[src/rtl/rtc_pkg.sv]
// Shared constants for the RTC timebase: millisecond count range and default clock.
package rtc_pkg;

    localparam int unsigned MS_PER_S       = 1000;
    localparam int unsigned MSEC_W         = 10;
    localparam int unsigned CLK_HZ_DEFAULT = 50_000_000;

    localparam logic [MSEC_W-1:0] MSEC_LAST = MSEC_W'(MS_PER_S - 1);

endpackage

[src/rtl/pulse_stretch.sv]
// Retriggerable pulse stretcher: out stays high for WIDTH_CYC cycles after trig.
module pulse_stretch #(
    parameter int unsigned WIDTH_CYC = 1
) (
    input  logic clk_50m,
    input  logic reset_n,
    input  logic trig,
    input  logic kill,
    output logic out
);

    localparam int unsigned CNT_W = $clog2(WIDTH_CYC + 1);

    logic [CNT_W-1:0] cnt_q, cnt_d;

    always_comb begin
        cnt_d = cnt_q;
        if (kill) begin
            cnt_d = '0;
        end else if (trig) begin
            cnt_d = CNT_W'(WIDTH_CYC);
        end else if (cnt_q != '0) begin
            cnt_d = cnt_q - CNT_W'(1);
        end
    end

    always_ff @(posedge clk_50m or negedge reset_n) begin
        if (!reset_n) begin
            cnt_q <= '0;
        end else begin
            cnt_q <= cnt_d;
        end
    end

    assign out = (cnt_q != '0);

endmodule

[src/rtl/rtc_timer.sv]
// Millisecond/second timebase with enable, clear, preset, PPS pulse and sticky alarm.
module rtc_timer
    import rtc_pkg::*;
#(
    parameter int unsigned CLK_HZ = CLK_HZ_DEFAULT,
    parameter int unsigned SEC_W  = 16,
    parameter int unsigned PPS_W  = 1
) (
    input  logic              clk_50m,
    input  logic              reset_n,
    input  logic              en,
    input  logic              clr,
    input  logic              load,
    input  logic [SEC_W-1:0]  load_val,
    input  logic [SEC_W-1:0]  alarm_val,
    input  logic              alarm_ack,
    output logic [SEC_W-1:0]  second,
    output logic [MSEC_W-1:0] msec,
    output logic              tick_ms,
    output logic              pps,
    output logic              alarm
);

    localparam int unsigned DIV   = CLK_HZ / MS_PER_S;
    localparam int unsigned DIV_W = (DIV > 1) ? $clog2(DIV) : 1;
    localparam logic [DIV_W-1:0] DIV_LAST = DIV_W'(DIV - 1);

    generate
        if ((CLK_HZ % MS_PER_S) != 0 || CLK_HZ < MS_PER_S || PPS_W < 1 || PPS_W >= CLK_HZ)
        begin : gen_bad_params
            $error("rtc_timer: illegal CLK_HZ/PPS_W combination");
        end
    endgenerate

    logic [DIV_W-1:0]  div_q, div_d;
    logic [MSEC_W-1:0] msec_q, msec_d;
    logic [SEC_W-1:0]  sec_q, sec_d;
    logic              tick_q, tick_d;
    logic              alarm_q, alarm_d;
    logic              sec_step;

    always_comb begin
        div_d    = div_q;
        msec_d   = msec_q;
        sec_d    = sec_q;
        tick_d   = 1'b0;
        sec_step = 1'b0;
        if (clr) begin
            div_d  = '0;
            msec_d = '0;
            sec_d  = '0;
        end else if (load) begin
            div_d  = '0;
            msec_d = '0;
            sec_d  = load_val;
        end else if (en) begin
            if (div_q == DIV_LAST) begin
                div_d  = '0;
                tick_d = 1'b1;
                if (msec_q == MSEC_LAST) begin
                    msec_d   = '0;
                    sec_d    = sec_q + SEC_W'(1);
                    sec_step = 1'b1;
                end else begin
                    msec_d = msec_q + MSEC_W'(1);
                end
            end else begin
                div_d = div_q + DIV_W'(1);
            end
        end
    end

    // Only a counted step may raise the alarm; a new match beats a simultaneous ack.
    always_comb begin
        alarm_d = alarm_q;
        if (sec_step && (sec_d == alarm_val)) begin
            alarm_d = 1'b1;
        end else if (alarm_ack) begin
            alarm_d = 1'b0;
        end
    end

    always_ff @(posedge clk_50m or negedge reset_n) begin
        if (!reset_n) begin
            div_q   <= '0;
            msec_q  <= '0;
            sec_q   <= '0;
            tick_q  <= 1'b0;
            alarm_q <= 1'b0;
        end else begin
            div_q   <= div_d;
            msec_q  <= msec_d;
            sec_q   <= sec_d;
            tick_q  <= tick_d;
            alarm_q <= alarm_d;
        end
    end

    pulse_stretch #(
        .WIDTH_CYC (PPS_W)
    ) u_pps (
        .clk_50m (clk_50m),
        .reset_n (reset_n),
        .trig    (sec_step),
        .kill    (clr),
        .out     (pps)
    );

    assign second  = sec_q;
    assign msec    = msec_q;
    assign tick_ms = tick_q;
    assign alarm   = alarm_q;

endmodule

[config.mk]
export PLATFORM = sky130hd
export DESIGN_NAME = rtc_timer
export DESIGN_NICKNAME = d
export VERILOG_FILES = /design/src/rtl/rtc_pkg.sv /design/src/rtl/pulse_stretch.sv /design/src/rtl/rtc_timer.sv
export SDC_FILE = /design/constraint.sdc
export NUM_CORES = 1
export LEC_CHECK = 0
export ABC_CLOCK_PERIOD_IN_PS = 4650
export BUFFER_PORTS_ARGS = -buffer_cell sky130_fd_sc_hd__buf_2
export CORE_UTILIZATION = 55
export CTS_CLUSTER_SIZE = 16
export DETAILED_ROUTE_END_ITERATION = 8
export GPL_TIMING_DRIVEN = 1
export PLACE_DENSITY = 0.84
export SLEW_MARGIN = 15
export SYNTH_ARGS = -nofsm -noshare
export SYNTH_HDL_FRONTEND = slang
export SYNTH_SLANG_ARGS = --single-unit
[constraint.sdc]
create_clock -name clk_50m -period 4.65 [get_ports clk_50m]
set_clock_uncertainty 0.15 [all_clocks]
set_input_delay 0.6975 -clock clk_50m [delete_from_list [all_inputs] [get_ports clk_50m]]
set_output_delay 0.6975 -clock clk_50m [all_outputs]
set_load 0.01 [all_outputs]
==> flow_summary.json, run 1 <==
{
  "synth_edf_count": 0,
  "htreeDepth": 2,
  "firstDrtPassIters": 9,
  "vias": 3132,
  "timing.rr.start": "div_q[11]$_DFFE_PN0P_",
  "io_pins": 67,
  "place_inst": 492,
  "fin_crit_sh": 0.770,
  "syn_avg_cell_area_um2": 8.35,
  "finalSetupTns_ns": 0,
  "ant_nets": 0,
  "critPathLaunchType": "register",
  "cp.arrival_ns": 3.64,
  "die_w_um": 76.7,
  "required_ns": 4.71,
  "finalCriticalPeriod_ns": 3.58,
  "cp_max_fo": 18,
  "slew_headroom": 0.344,
  "setup.worst_path.start": "div_q[11]$_DFFE_PN0P_",
  "crit_buf_inv": 0,
  "wl_per_cell_um": 16.5,
  "cts_buffer_depth": 2,
  "cpPeakStageDelay_ns": 0.68,
  "overflow": 0,
  "synthDistinctLibCells": 58,
  "post-cts-setup-buffer-count": 0,
  "ys_warn_count": 0,
  "core_area_um2": 5240,
  "drt-initial-drc-count": 355,
  "drt_wl_total_mm": 8.25,
  "vdd_drop_max_v": 0.000127,
  "initial_core_util": 0.587,
  "die_h_um": 76.7,
  "grt_use_total": 0.297,
  "grt_pass1_vias": 2857,
  "vias_per_cell": 6.28,
  "stdcell_count": 499,
  "drive_gt1_frac": 0.205,
  "finalInstanceArea_um2": 3530,
  "p_leak_nw": 1.48,
  "synth_fp_nets": 409,
  "max_freq_mhz": 279,
  "cts-resized-gates": 0,
  "syn_area_um2": 3070,
  "yosysSeqAreaShare": 0.366,
  "insertion_delay_ns": 0.30,
  "syn-instance-count": 368,
  "io_buffers": 66,
  "place_congestion": 0.963,
  "drv_cap": 0,
  "slew_viol_final": 0,
  "synth_flop_cell": "dfrtp_1",
  "dieArea_um2": 5890,
  "setup.worst_path.end_class": "register",
  "fillers": 454,
  "synth-async-reset-ratio": 1.00,
  "worstMarginPinSlew_ns": 0.985,
  "crit_family": "simple AND/OR/NAND/NOR gates",
  "crit_chain": "or4_4 > or4_4 > nor4_1 > mux2i_1 > o22ai_1 > nor4_1 > nand4_1 > o32ai_2",
  "synth_seq_cells": 45,
  "fp-row-count": 26,
  "worstSetupPathType": "register to register",
  "drc_errors": 0,
  "final_net_count": 470,
  "cts_hold_buf": 0,
  "power.density_nw_per_um2": 223,
  "status": "complete, no violations",
  "rsz0062_at_grt": "false",
  "grt_max_degree": 46,
  "cts_sinks": 45,
  "clk_pin_slew_ns": 0.09,
  "area_delta_synth_final_pct": 14.7,
  "postPlaceCellArea_um2": 3440,
  "tritoncts": "built",
  "numCtsBuffers": 5,
  "dpl.hpwl_mm": 6.17,
  "hold_ws_ns": 0.397,
  "min_path_type": "input port to asynchronous set/reset pin",
  "setup_viol": 0,
  "grt_pass1_wl_mm": 14.0,
  "finalHoldViolCount": 0,
  "antenna_found_initial": 0,
  "antenna_cells": 0,
  "slowest_stage": "or4_4",
  "clockRootBuffer": "clkbuf_8"
}
-- where the power goes --
part           switching (mW)  internal [mW]
clock network           0.145          0.104
registers              0.0168          0.400
logic                  0.0715         0.0471
-- per-layer routing --
| metal | global-route usage | up-vias | wire length, um |
|---|---|---|---|
| li1 | - | 1464 | - |
| met1 | 0.424 | 1481 | 3670 |
| met2 | 0.453 | 168 | 3740 |
| met3 | 0.0560 | 19 | 675 |
| met4 | 0.0923 | 0 | 160 |
| met5 | 0 | - | 0 |
-- metrics by stage --
| stage | worst slack, ns | utilization | power, mW |
|---|---|---|---|
| finish | 1.07 | 0.673 | 0.785 |
| global route | 0.826 | 0.673 | 0.813 |
| CTS | 1.09 | 0.673 | 0.783 |
| detailed placement | 1.09 | 0.657 | 0.541 |
| global placement | 1.20 | 0.657 | 0.539 |
| floorplan | 1.32 | - | 0.486 |
-- cells in the final DEF (no fill, tap or decap), types with 5 or more instances in the layout --
cell and instances:
buf_2 66, dfrtp_1 45, nand2_1 42, nor2_1 41, a21oi_1 19, xor2_1 18, o21ai_0 18, nand4_1 17
nor3_1 17, nand3_1 16, xnor2_1 15, inv_1 13, nor4_1 10, or3_1 7, clkbuf_8 5
-- state kept, by name, indices dropped and copies added (netlist names) --
name / count
alarm: 1
div_q: 16
msec: 10
second: 16
tick_ms: 1
u_pps.out: 1
-- logic make-up (layout without fill, tap and decap cells) --
group           count (synthesis)  in the layout  synth area share
buf+inv                        26             87            0.0346
flops                          45             45             0.366
xor+xnor                       33             33            0.0941
simple gates                  191            191             0.333
fa+ha+maj                       3              3            0.0122
compound gates                 64             64             0.140
mux                             6              6            0.0204
-- final timing paths --
path | to | slack [ns] | cells after the start
setup / recovery | alarm$_DFFE_PN0P_ | 1.07 | 8
hold / removal | msec[1]$_DFFE_PN0P_ | 0.40 | 1
setup reg to reg | alarm$_DFFE_PN0P_ | 1.07 | 8
hold reg to reg | msec[0]$_DFFE_PN0P_ | 0.40 | 1
max in group asynchronous | second[0]$_DFF_PN0_ | 3.35 | 1
min in group clk_50m | msec[0]$_DFFE_PN0P_ | 0.40 | 1
-- cell usage after synthesis (2+ instances only) --
cell type	n	share of area
a21oi_1	19	0.031
ha_1	3	0.012
nor2_1	41	0.050
inv_1	13	0.016
nand2_1	42	0.051
or4_4	2	0.0073
xnor2_1	15	0.043
nor4b_1	2	0.0057
xor2_1	18	0.051
or3_1	7	0.014
nor2b_1	3	0.0061
or2_2	2	0.0041
dfrtp_1	45	0.37
mux2_2	2	0.0073
a211oi_1	2	0.0049
nor3_1	17	0.028
nand3_1	16	0.026
nand4b_1	4	0.011
buf_1	2	0.0024
and2_1	3	0.0061
nand2b_1	4	0.0081
clkbuf_1	9	0.011
and4_1	2	0.0057
a2111oi_2	2	0.0098
mux2i_1	4	0.013
o22ai_1	3	0.0061
a21boi_0	3	0.0073
o21ai_0	18	0.029
nor4_1	10	0.020
or4_1	4	0.0098
nand3b_1	4	0.0098
a2111o_1	3	0.011
nand4_1	17	0.035
and3_1	3	0.0061
-- cell type report --
cell class	instances	area [um2]	share of cell area
clock buffer	5	68.8	0.0195
clock inverter	2	16.3	0.00461
inverter	13	48.8	0.0138
multi-input combinational	297	1840	0.522
sequential	45	1130	0.319
tap	70	87.6	0.0248
timing repair buffer	67	338	0.0958
(Power assumes the default switching activity.)
==> run 2, diff against run 1 <==
--- a/config.mk
+++ b/config.mk
@@ -5,13 +5,13 @@
 export SDC_FILE = /design/constraint.sdc
 export NUM_CORES = 1
 export LEC_CHECK = 0
-export ABC_CLOCK_PERIOD_IN_PS = 4650
+export ABC_CLOCK_PERIOD_IN_PS = 2900
 export BUFFER_PORTS_ARGS = -buffer_cell sky130_fd_sc_hd__buf_2
-export CORE_UTILIZATION = 55
+export CORE_UTILIZATION = 50
 export CTS_CLUSTER_SIZE = 16
 export DETAILED_ROUTE_END_ITERATION = 8
 export GPL_TIMING_DRIVEN = 1
-export PLACE_DENSITY = 0.84
+export PLACE_DENSITY = 0.8
 export SLEW_MARGIN = 15
 export SYNTH_ARGS = -nofsm -noshare
 export SYNTH_HDL_FRONTEND = slang
==> constraint.sdc (replaced) <==
create_clock -name clk_50m -period 2.9 [get_ports clk_50m]
set_clock_uncertainty 0.15 [all_clocks]
set_input_delay 0.435 -clock clk_50m [delete_from_list [all_inputs] [get_ports clk_50m]]
set_output_delay 0.435 -clock clk_50m [all_outputs]
set_load 0.01 [all_outputs]
==> flow_summary.json, run 2 (synthesis gave the netlist of run 1 again) <==
{
  "io_pins": 67,
  "dieArea_um2": 6460,
  "cts_buffer_depth": 2,
  "drive_gt1_frac": 0.327,
  "grt_max_degree": 46,
  "grt_use_total": 0.314,
  "dpl.hpwl_mm": 7.15,
  "cp.arrival_ns": 3.25,
  "r2r_setup_slack_ns": -0.29,
  "drv_cap": 0,
  "max_freq_mhz": 314,
  "drt_wl_total_mm": 9.53,
  "finalHoldViolCount": 0,
  "worstMarginPinSlew_ns": 1.08,
  "rsz0062_at_grt": "true",
  "die_h_um": 80.4,
  "slowest_stage": "or4_4",
  "required_ns": 2.96,
  "final_common_cell": "buf_4",
  "slew_headroom": 0.283,
  "crit_buf_inv": 0,
  "crit_family": "simple AND/OR/NAND/NOR gates",
  "drc_errors": 0,
  "overflow": 0,
  "vdd_drop_max_v": 0.000269,
  "finalCriticalPeriod_ns": 3.19,
  "insertion_delay_ns": 0.31,
  "final_net_count": 536,
  "vias": 3405,
  "antenna_cells": 0,
  "setup_viol": 1,
  "setup.worst_path.end_class": "register",
  "wl_per_cell_um": 16.7,
  "cpPeakStageDelay_ns": 0.62,
  "layout_common_cells": "buf_4 (67), buf_2 (66), dfrtp_1 (45)",
  "tritoncts": "built",
  "timing.rr.start": "div_q[5]$_DFFE_PN0P_",
  "firstDrtPassIters": 5,
  "critPathLaunchType": "register",
  "core_area_um2": 5920,
  "cts_hold_buf": 0,
  "area_delta_synth_final_pct": 33.6,
  "drt-initial-drc-count": 394,
  "dp_slack_ns": -0.376,
  "antenna_found_initial": 0,
  "die_w_um": 80.4,
  "min_path_type": "input port to asynchronous set/reset pin",
  "slew_viol_final": 0,
  "htreeDepth": 2,
  "grt_pass1_wl_mm": 15.2,
  "r2r_cells": 8,
  "finalInstanceArea_um2": 4110,
  "worst_slack_ns": -0.289,
  "place_congestion": 0.948,
  "violations": "setup timing",
  "vias_per_cell": 5.97,
  "finalSetupTns_ns": -0.289,
  "fp-row-count": 28,
  "io_buffers": 66,
  "power.density_nw_per_um2": 319,
  "grt_pass1_vias": 3192,
  "clk_pin_slew_ns": 0.08,
  "worstSetupPathType": "register to register",
  "initial_core_util": 0.519,
  "fin_crit_sh": 1.10,
  "reg2reg_to": "alarm$_DFFE_PN0P_",
  "postPlaceCellArea_um2": 3980,
  "cts_sinks": 45,
  "numCtsBuffers": 5,
  "status": "finished, violations left",
  "ant_nets": 0,
  "clockRootBuffer": "clkbuf_8",
  "p_leak_nw": 1.86,
  "crit_chain": "or4bb_1 > or4_4 > nor4_4 > mux2i_1 > o22ai_1 > nor4_2 > nand4_1 > o32ai_2",
  "cp_max_fo": 9
}
==> run 2: cell count changes in the layout (fill, tap and decap cells not counted), sizes merged <==
| cell | delta |
|---|---|
| buf | +66 |
| clkbuf | +1 |
| clkinv | -1 |
==> run 2: area by class of cell <==
type,count,area [um2]
inverters,13,48.8
clock inverters,1,7.51
flip-flops and latches,45,1130
clock buffers,6,82.6
well taps,75,93.8
multi-input cells,297,1910
fillers,499,1810
repair buffers,133,833
==> run 2: worst max-delay path by stage <==
stage	start	to	slack (ns)	cells after the start
after floorplan	div_q[4]$_DFFE_PN0P_	alarm$_DFFE_PN0P_	-0.19	9
after global placement	div_q[4]$_DFFE_PN0P_	alarm$_DFFE_PN0P_	-0.22	8
after detailed placement	div_q[4]$_DFFE_PN0P_	alarm$_DFFE_PN0P_	-0.38	8
after CTS	div_q[5]$_DFFE_PN0P_	alarm$_DFFE_PN0P_	-0.24	8
after global routing	div_q[5]$_DFFE_PN0P_	alarm$_DFFE_PN0P_	-0.42	8
final	div_q[5]$_DFFE_PN0P_	alarm$_DFFE_PN0P_	-0.29	8
==> run 2: power breakdown <==
group | total, mW | switching, mW | internal [mW]
logic | 0.238 | 0.136 | 0.102
clock network | 0.412 | 0.223 | 0.189
registers | 0.661 | 0.0191 | 0.642
==> run 2: routing by layer <==
metal  vias up  wire, um  track usage
li1       1599         -            -
met1      1619      4110        0.420
met2       165      4480        0.504
met3        22       716       0.0500
met4         0       218        0.125
met5         -         0            0
==> run 2: through the flow <==
stage	hold slack, ns	util	std cells	total power, mW
2_1_floorplan	-0.0106	-	368	0.781
3_3_place_gp	0.376	0.671	563	0.900
3_5_place_dp	0.405	0.671	563	0.903
4_1_cts	0.160	0.693	570	1.32
5_1_grt	0.168	0.694	570	1.37
6_report	0.157	0.694	570	1.31
==> run 2: timing repair <==
action                                 CTS  global route
gates resized for setup                  5             1
setup endpoints to repair                1             1
setup buffers                            0             0
endpoints found under the hold margin    0             0
pin swaps                                5             1
